## config.mk

```make
export PLATFORM = sky130hd
export DESIGN_NAME = move_sequencer
export DESIGN_NICKNAME = d
export VERILOG_FILES = /design/src/rtl/move_sequencer.sv
export SDC_FILE = /design/constraint.sdc
export NUM_CORES = 1
export LEC_CHECK = 0
export ABC_CLOCK_PERIOD_IN_PS = 8000
export BUFFER_PORTS_ARGS = -buffer_cell sky130_fd_sc_hd__buf_2
export CORE_MARGIN = 2
export CORE_UTILIZATION = 61
export CTS_BUF_LIST = sky130_fd_sc_hd__clkbuf_8
export CTS_CLUSTER_SIZE = 28
export DETAILED_ROUTE_END_ITERATION = 10
export PLACE_DENSITY = 0.83
export SYNTH_ARGS = -nofsm -noshare
export SYNTH_HDL_FRONTEND = slang
export SYNTH_SLANG_ARGS = --single-unit
```

## constraint.sdc

```tcl
create_clock -name CLK -period 8 [get_ports CLK]
set_clock_uncertainty 0.05 [all_clocks]
set_input_delay 0.4 -clock CLK [delete_from_list [all_inputs] [get_ports CLK]]
set_output_delay 0.4 -clock CLK [all_outputs]
set_load 0.02 [all_outputs]
```

## src/rtl/move_sequencer.sv

```systemverilog
// Move-command FIFO and sequencer: queues coordinated moves and plays each one out to the
// step engine as a load strobe followed by divided ticks. MOVE_SEQUENCER_DIR_SETUP_EN adds a direction-setup dwell.
module move_sequencer #(
   parameter int DEPTH     = 4,
   parameter int DIR_SETUP = 16
) (
   input  logic                     CLK,
   input  logic                     reset,
   input  logic                     cmd_valid,
   output logic                     cmd_ready,
   input  logic                     cmd_dir,
   input  logic [63:0]              cmd_duration,
   input  logic [63:0]              cmd_increment,
   input  logic [63:0]              cmd_incinc,
   input  logic [23:0]              clock_divisor,
   input  logic                     abort,
   output logic                     eng_load,
   output logic                     eng_dir,
   output logic [63:0]              eng_increment,
   output logic [63:0]              eng_incinc,
   output logic                     eng_tick,
   output logic                     busy,
   output logic                     move_done,
   output logic [$clog2(DEPTH):0]   queue_count,
   output logic [63:0]              ticks_remaining
);

   localparam int PW = $clog2(DEPTH);
   localparam logic [PW:0] FullCount = (PW+1)'(DEPTH);

   typedef struct packed {
      logic        dir;
      logic [63:0] dur;
      logic [63:0] inc;
      logic [63:0] incinc;
   } cmd_t;

   typedef enum logic [2:0] {
      S_IDLE,
      S_LOAD,
      S_RUN,
`ifdef MOVE_SEQUENCER_DIR_SETUP_EN
      S_SETUP,
`endif
      S_DONE
   } state_t;

   state_t        state_q, state_d;
   cmd_t          fifo_q [DEPTH];
   cmd_t          head;
   logic [PW-1:0] wrPtr_q, wrPtr_d, rdPtr_q, rdPtr_d;
   logic [PW:0]   count_q, count_d;
   logic [63:0]   ticks_q, ticks_d;
   logic [23:0]   presc_q, presc_d, div_q, div_d;
   logic          engDir_q, engDir_d, engLoad_q, engLoad_d;
   logic [63:0]   engInc_q, engInc_d, engIncinc_q, engIncinc_d;
   logic          push, pop, tickNow, doneNow;

`ifdef MOVE_SEQUENCER_DIR_SETUP_EN
   localparam int SW = (DIR_SETUP > 1) ? $clog2(DIR_SETUP) : 1;
   localparam logic [SW-1:0] SetupLast = SW'(DIR_SETUP - 1);
   logic [SW-1:0] setup_q, setup_d;
`endif

   assign cmd_ready = (count_q != FullCount);
   assign push      = cmd_valid && cmd_ready && !abort;
   assign pop       = (state_q == S_LOAD);
   assign head      = fifo_q[rdPtr_q];

   // Abort wins over everything but reset, so it sits ahead of the FIFO and state updates.
   always_comb begin
      state_d     = state_q;
      wrPtr_d     = wrPtr_q;
      rdPtr_d     = rdPtr_q;
      count_d     = count_q;
      ticks_d     = ticks_q;
      presc_d     = presc_q;
      div_d       = div_q;
      engDir_d    = engDir_q;
      engInc_d    = engInc_q;
      engIncinc_d = engIncinc_q;
      engLoad_d   = 1'b0;
      tickNow     = 1'b0;
      doneNow     = 1'b0;
`ifdef MOVE_SEQUENCER_DIR_SETUP_EN
      setup_d     = setup_q;
`endif
      if (abort) begin
         state_d = S_IDLE;
         wrPtr_d = '0;
         rdPtr_d = '0;
         count_d = '0;
         ticks_d = '0;
         presc_d = '0;
      end else begin
         if (push) wrPtr_d = wrPtr_q + PW'(1);
         if (pop)  rdPtr_d = rdPtr_q + PW'(1);
         if (push && !pop)      count_d = count_q + (PW+1)'(1);
         else if (!push && pop) count_d = count_q - (PW+1)'(1);

         case (state_q)
            S_IDLE: begin
               if (count_q != '0 || push) state_d = S_LOAD;
            end
            S_LOAD: begin
               engDir_d    = head.dir;
               engInc_d    = head.inc;
               engIncinc_d = head.incinc;
               engLoad_d   = 1'b1;
               div_d       = (clock_divisor == 24'd0) ? 24'd1 : clock_divisor;
               ticks_d     = head.dur;
               presc_d     = '0;
               if (head.dur == 64'd0) state_d = S_DONE;
`ifdef MOVE_SEQUENCER_DIR_SETUP_EN
               else if (head.dir != engDir_q && DIR_SETUP > 0) begin
                  state_d = S_SETUP;
                  setup_d = '0;
               end
`endif
               else state_d = S_RUN;
            end
`ifdef MOVE_SEQUENCER_DIR_SETUP_EN
            S_SETUP: begin
               if (setup_q == SetupLast) state_d = S_RUN;
               else setup_d = setup_q + SW'(1);
            end
`endif
            S_RUN: begin
               if (presc_q + 24'd1 == div_q) begin
                  tickNow = 1'b1;
                  presc_d = '0;
                  ticks_d = ticks_q - 64'd1;
                  if (ticks_q == 64'd1) state_d = S_DONE;
               end else begin
                  presc_d = presc_q + 24'd1;
               end
            end
            S_DONE: begin
               doneNow = 1'b1;
               state_d = (count_q != '0 || push) ? S_LOAD : S_IDLE;
            end
            default: state_d = S_IDLE;
         endcase
      end
   end

   always_ff @(posedge CLK) begin
      if (reset) begin
         state_q     <= S_IDLE;
         wrPtr_q     <= '0;
         rdPtr_q     <= '0;
         count_q     <= '0;
         ticks_q     <= '0;
         presc_q     <= '0;
         div_q       <= '0;
         engDir_q    <= 1'b0;
         engInc_q    <= '0;
         engIncinc_q <= '0;
         engLoad_q   <= 1'b0;
`ifdef MOVE_SEQUENCER_DIR_SETUP_EN
         setup_q     <= '0;
`endif
      end else begin
         state_q     <= state_d;
         wrPtr_q     <= wrPtr_d;
         rdPtr_q     <= rdPtr_d;
         count_q     <= count_d;
         ticks_q     <= ticks_d;
         presc_q     <= presc_d;
         div_q       <= div_d;
         engDir_q    <= engDir_d;
         engInc_q    <= engInc_d;
         engIncinc_q <= engIncinc_d;
         engLoad_q   <= engLoad_d;
`ifdef MOVE_SEQUENCER_DIR_SETUP_EN
         setup_q     <= setup_d;
`endif
      end
   end

   // Entry storage needs no reset; the pointers and count define what is valid.
   always_ff @(posedge CLK) begin
      if (push) fifo_q[wrPtr_q] <= '{dir: cmd_dir, dur: cmd_duration, inc: cmd_increment, incinc: cmd_incinc};
   end

   assign eng_load        = engLoad_q;
   assign eng_dir         = engDir_q;
   assign eng_increment   = engInc_q;
   assign eng_incinc      = engIncinc_q;
   assign eng_tick        = tickNow;
   assign move_done       = doneNow;
   assign busy            = (state_q != S_IDLE);
   assign queue_count     = count_q;
   assign ticks_remaining = ticks_q;

endmodule

```

# Yosys cells after proc, flatten, opt, wreduce, memory -nomap -nowiden
# Memory sizes are Yosys's and may differ from the RTL's. A register that Yosys moved wholly into a read port is not among the register bits.
# Cells that the tools add are included.
dict set report classes {
  add_sub_neg 6
  reduce_logical 19
  n_eq_ne 9
  n_bitwise 1
  muxes 23
}
# operator n
set ops {}
lappend ops {{$pmux W64 S2} 1}
lappend ops {{$eq A64 B1 Y1 const B} 1}
lappend ops {{$logic_not A64 Y1} 1}
lappend ops {{$mux W64} 1}
lappend ops {{$sub A64 B1 Y64 const B} 1}
lappend ops {{$mux W24} 2}
lappend ops {{$pmux W24 S2} 1}
lappend ops {{$add A24 B1 Y24 const B} 1}
lappend ops {{$eq A24 B24 Y1} 1}
lappend ops {{$logic_not A24 Y1} 1}
lappend ops {{$mux W3} 5}
lappend ops {{$pmux W3 S4} 1}
lappend ops {{$mux W1} 10}
lappend ops {{$eq A3 B2 Y1 const B} 2}
lappend ops {{$ne A2 B2 Y1 const B} 3}
lappend ops {{$reduce_bool A3 Y1} 2}
lappend ops {{$add A2 B1 Y2 const B} 2}
lappend ops {{$logic_and A1 B1 Y1} 4}
lappend ops {{$mux W2} 2}
lappend ops {{$reduce_and A2 Y1} 2}
lappend ops {{$reduce_bool A2 Y1} 2}
lappend ops {{$add A3 B1 Y3 const B} 1}
lappend ops {{$eq A3 B1 Y1 const B} 1}
lappend ops {{$logic_not A1 Y1} 3}
lappend ops {{other kinds (7)} 7}
dict set report word_totals {
  reg_bits 252
  output_inout_bits 201
  n_memories 1
  wordCells 70
  ram_bits 772
  inputBits 221
}
# memory depth word_bits read_ports rd_clocked_by_memory_dff write_ports line
set memory_table {}
lappend memory_table {fifo_q 4 193 1 1 1 49} ;# cmd_t fifo_q [DEPTH];

# Longest topological paths before layout
dict set report depth {
  depth_word 7
  mapped_depth 12
  depth_no_buf 9
}

# Least setup slack after synthesis
# No wires, ideal clock.
dict set report synth_path {
  kind {flip-flop to flip-flop}
  from {reg count_q[0] (netlist: queue_count[0])}
  to {mem fifo_q[0][0] in the netlist's numbering, enable pin}
  slack_ps 1847
  setup_ps 577
  arrival_time_ps 5526
  t_required_ps 7373
  n_path_buf 0
  stages_incl_launch_ff 4
  period_less_slack_ps 6153
  path_cell_list {dfxtp_1 nor2_1 a211oi_1 and2_1}
}
dict set report synth_via {
  elab_chain_len 5
}
# element line
set synth_rtl {}
lappend synth_rtl {{start, declared} 52} ;# logic [PW:0] count_q, count_d;
lappend synth_rtl {{start signal, assigned} 167} ;# count_q <= count_d;
lappend synth_rtl {{$ne A3 B3 Y1} 65} ;# assign cmd_ready = (count_q != FullCount);
lappend synth_rtl {{$logic_and A1 B1 Y1 (2 in a row)} 66} ;# assign push = cmd_valid && cmd_ready && !abort;
lappend synth_rtl {{named net push} 57} ;# logic push, pop, tickNow, doneNow;
lappend synth_rtl {{$mux W1} 183} ;# if (push) fifo_q[wrPtr_q] <= '{dir: cmd_dir, dur: cmd_duration, inc: cmd_increment, incinc: cmd_incinc};
lappend synth_rtl {{$mux W1 (implied by the code)} 183}
lappend synth_rtl {{end, declared} 49}
# The timed path passes the listed nets, and every way through them passes these cells.

# Final worst setup path
dict set report layout_path {
  from {reg presc_q[3]}
  to {reg presc_q[17]}
}
dict set report layout_via {
  elab_chain_len 4
}
# element line
set layout_rtl {}
lappend layout_rtl {{start, declared} 54} ;# logic [23:0] presc_q, presc_d, div_q, div_d;
lappend layout_rtl {{start signal, assigned} 169} ;# presc_q <= presc_d;
lappend layout_rtl {{$add A24 B1 Y24 (*)} {129, 135}}
lappend layout_rtl {{$eq A24 B24 Y1} 129} ;# if (presc_q + 24'd1 == div_q) begin
lappend layout_rtl {{$mux W24 (*)} 129}
lappend layout_rtl {{$pmux W24 S2 (*)} 101} ;# case (state_q)
# Every way passes the cells marked *; elsewhere a longest branch is shown, timed or not.
# A chain may end at the register's enable or synchronous reset.

==> results.json <==
{
  "vias_per_cell": 6.457,
  "yosys.cell_types.count": 84,
  "final_area_sq_um": 48470,
  "die_w_microns": 261.1,
  "synth_top_area_share_pct": 57.51,
  "outcome": "complete, no violations",
  "yosys-top-cells-count": "edfxtp_1, nand2_1, dfxtp_1, mux4_2, a21oi_1",
  "io_pins": 422,
  "peakVddDrop_uv": 188.8,
  "clockRootBuffer": "clkbuf_8",
  "hold_class": "in2reg",
  "cts_buffers": 157,
  "drive_above_1_share_pct": 25.38,
  "final_max_slew_viol_count": 0,
  "drt.antenna.violating_nets": 0,
  "start_util_pct": 61.42,
  "synth_top_area_cell": "edfxtp_1",
  "yosysMostFrequentCell": "edfxtp_1",
  "drt_iter0_markers": 3835,
  "ys_top_cells_by_area": "edfxtp_1, dfxtp_1, mux4_2",
  "layout_min_cycle_time_ns": 5.299,
  "core_sq_um": 65630,
  "crit_arrival_ns": 5.88,
  "final_net_count": 3584,
  "async_reset_ff_share_pct": 0,
  "tightest_slew_ns": 1.296,
  "dpl_worst_slack_ns": 2.817,
  "hpwl_microns": 68010,
  "synthCells": 2673,
  "finalSetupTns_ns": 0,
  "rsz0062_at_grt": "false",
  "rows": 94,
  "clk_pin_slew_ns": 0.06,
  "port_buffers": 421,
  "critical_path.max_fanout": 19,
  "grt_usage_pct": 35.14,
  "dp_cells": 3825,
  "grt_pass1_wl_microns": 177100,
  "multi_input_area_sq_um": 11360,
  "clk_latency_ns": 0.85,
  "finalWirelength_microns": 120500,
  "fmax_ghz": 0.1887,
  "grt_max_degree": 142,
  "cts_post_setup_buffers_inserted": 0,
  "critPathRequiredTime_ns": 8.58,
  "htree_levels": 4,
  "area_growth_pct": 20.26,
  "numClockSinks": 1025,
  "nFillCells": 3742,
  "dpl_cell_area_sq_um": 43180,
  "antenna_found_initial": 8,
  "vias": 28125,
  "syn_area_per_cell_sq_um": 15.08,
  "clk_path_buf_depth": 3,
  "die_area_sq_um": 68150,
  "fin_util_pct": 73.86,
  "tritoncts": "yes",
  "ys_seq_elements": 1025,
  "critPathLaunchType": "flip-flop",
  "ys_seq_area_share_pct": 70.08,
  "synth-edff-count": 772,
  "cellPowerDensity_nw_per_um2": 229.6,
  "regArea_sq_um": 28250,
  "setup_viol": 0,
  "place.gp.congestion": 0.9436,
  "die_height_microns": 261.1,
  "drc_errors": 0,
  "path_class": "reg2reg",
  "min_period_over_period_pct": 66.24,
  "finalWorstSetupSlack_ns": 2.701,
  "ys.flop_type": "edfxtp_1",
  "drt-pass1-iter-count": 6,
  "hold_viol_final": 0,
  "grt.overflow.total": 0,
  "wl_per_cell_microns": 27.66,
  "grt_pass1_vias": 28323,
  "syn_nets": 2907,
  "slew_headroom_pct": 13.05,
  "syn_area_sq_um": 40310,
  "leakagePower_nw": 17.02,
  "ys_warn_count": 0,
  "maxCapViolCount": 0,
  "fin_cells": 4356,
  "end_kind": "flip-flop"
}
## routing by layer
layer / vias up / share of wire (%) / GRT usage (%)
met2: 2015 / 49 / 57.01
met3: 393 / 11 / 9.001
met1: 13977 / 36 / 45.05
met4: 6 / 4.8 / 16.24
li1: 11734 / - / -
met5: - / 0.028 / 0
## timing repair
action                                 in CTS  in global routing
hold buffers                              230                  0
endpoints found under the hold margin     803                  0
gates resized for setup                     0                  0
## final timing paths
| check | slack, ns | endpoint | depth (start not counted) | start |
|---|---|---|---|---|
| worst max-delay path | 2.70 | presc_q[17] | 8 | presc_q[3] |
| worst min-delay path | 0.07 | eng_increment[29] | 4 | abort |
| worst max register to register | 2.70 | presc_q[17] | 8 | presc_q[3] |
| worst min register to register | 0.40 | eng_increment[30] | 2 | eng_increment[30] |
## flip-flops by register name, summed over array words and instances, names as in the netlist, named ones only
signal           cells
eng_increment       64
div_q               24
fifo_q             772
queue_count          3
ticks_remaining     64
state_q              2
presc_q             24
wrPtr_q              2
rdPtr_q              2
eng_dir              1
eng_incinc          64
eng_load             1
## placed cells by master, fill, tap and decap left out, drive strengths merged, types with 9 or more instances in the layout
cell	synthesis	layout
mux4	193	193
nand3	42	42
or4	13	13
inv	21	111
buf	37	452
o21ai	50	50
nand2b	12	12
nand4	27	27
clkinv	2	31
a31oi	20	20
a21oi	185	185
dlygate4sd3	0	230
xor2	19	19
a211oi	9	9
diode	0	9
or3	18	18
o211ai	9	9
edfxtp	772	772
o31ai	10	10
mux2i	9	9
nor3	42	42
nand3b	9	9
nor4	60	60
and2	14	14
nand2	419	419
xnor2	28	28
o21a	12	12
nor2	100	100
ha	12	12
and3	25	25
dfxtp	253	253
clkbuf	127	169
## critical path, cell delays in order, from the launching register on
cell	delay (ns)
dfxtp_1	0.50
nand4_2	0.44
nor3_2	0.66
a21oi_1	0.15
or3b_1	0.38
or4_1	0.94
o31a_1	0.73
o21ai_1	1.12
nor2_1	0.11
## area by class of cell
class	count	area share [%]
Antenna cell	9	0.04646
Multi-Input combinational cell	1461	23.44
Inverter	23	0.1781
Clock buffer	169	4.798
Tap cell	864	2.230
Timing Repair Buffer	682	9.685
Sequential cell	1025	58.29
Clock inverter	123	1.332
## where the power goes
| part | switching [W] | leakage, nW | internal, W |
|---|---|---|---|
| clock network | 0.00218 | 1.80 | 0.00202 |
| logic | 0.000640 | 6.16 | 0.000377 |
| registers | 0.0000730 | 9.06 | 0.00584 |
## stage by stage
stage	hold WS, ns	total power, W
2_1_floorplan	0.3981	0.006549
3_3_place_gp	0.3888	0.006854
3_5_place_dp	0.3960	0.006890
4_1_cts	0.0008588	0.01101
5_1_grt	0.05757	0.01142
6_report	0.07370	0.01113
## logic make-up (layout without fill, tap and decap cells)
| group | count (synthesis) | count (layout) | share of synthesized area (%) |
|---|---|---|---|
| flip-flops | 1025 | 1025 | 70.08 |
| multiplexers | 208 | 208 | 11.17 |
| AND/OR/NAND/NOR | 822 | 822 | 9.831 |
| adder cells (fa/ha/maj) | 13 | 13 | 0.4221 |
| AO/OA/AOI/OAI | 371 | 371 | 5.640 |
| other | 0 | 9 | 0 |
| XOR/XNOR | 47 | 47 | 1.021 |
| buffers and inverters | 187 | 997 | 1.834 |
Note: power is estimated with default switching activity, not from simulation.
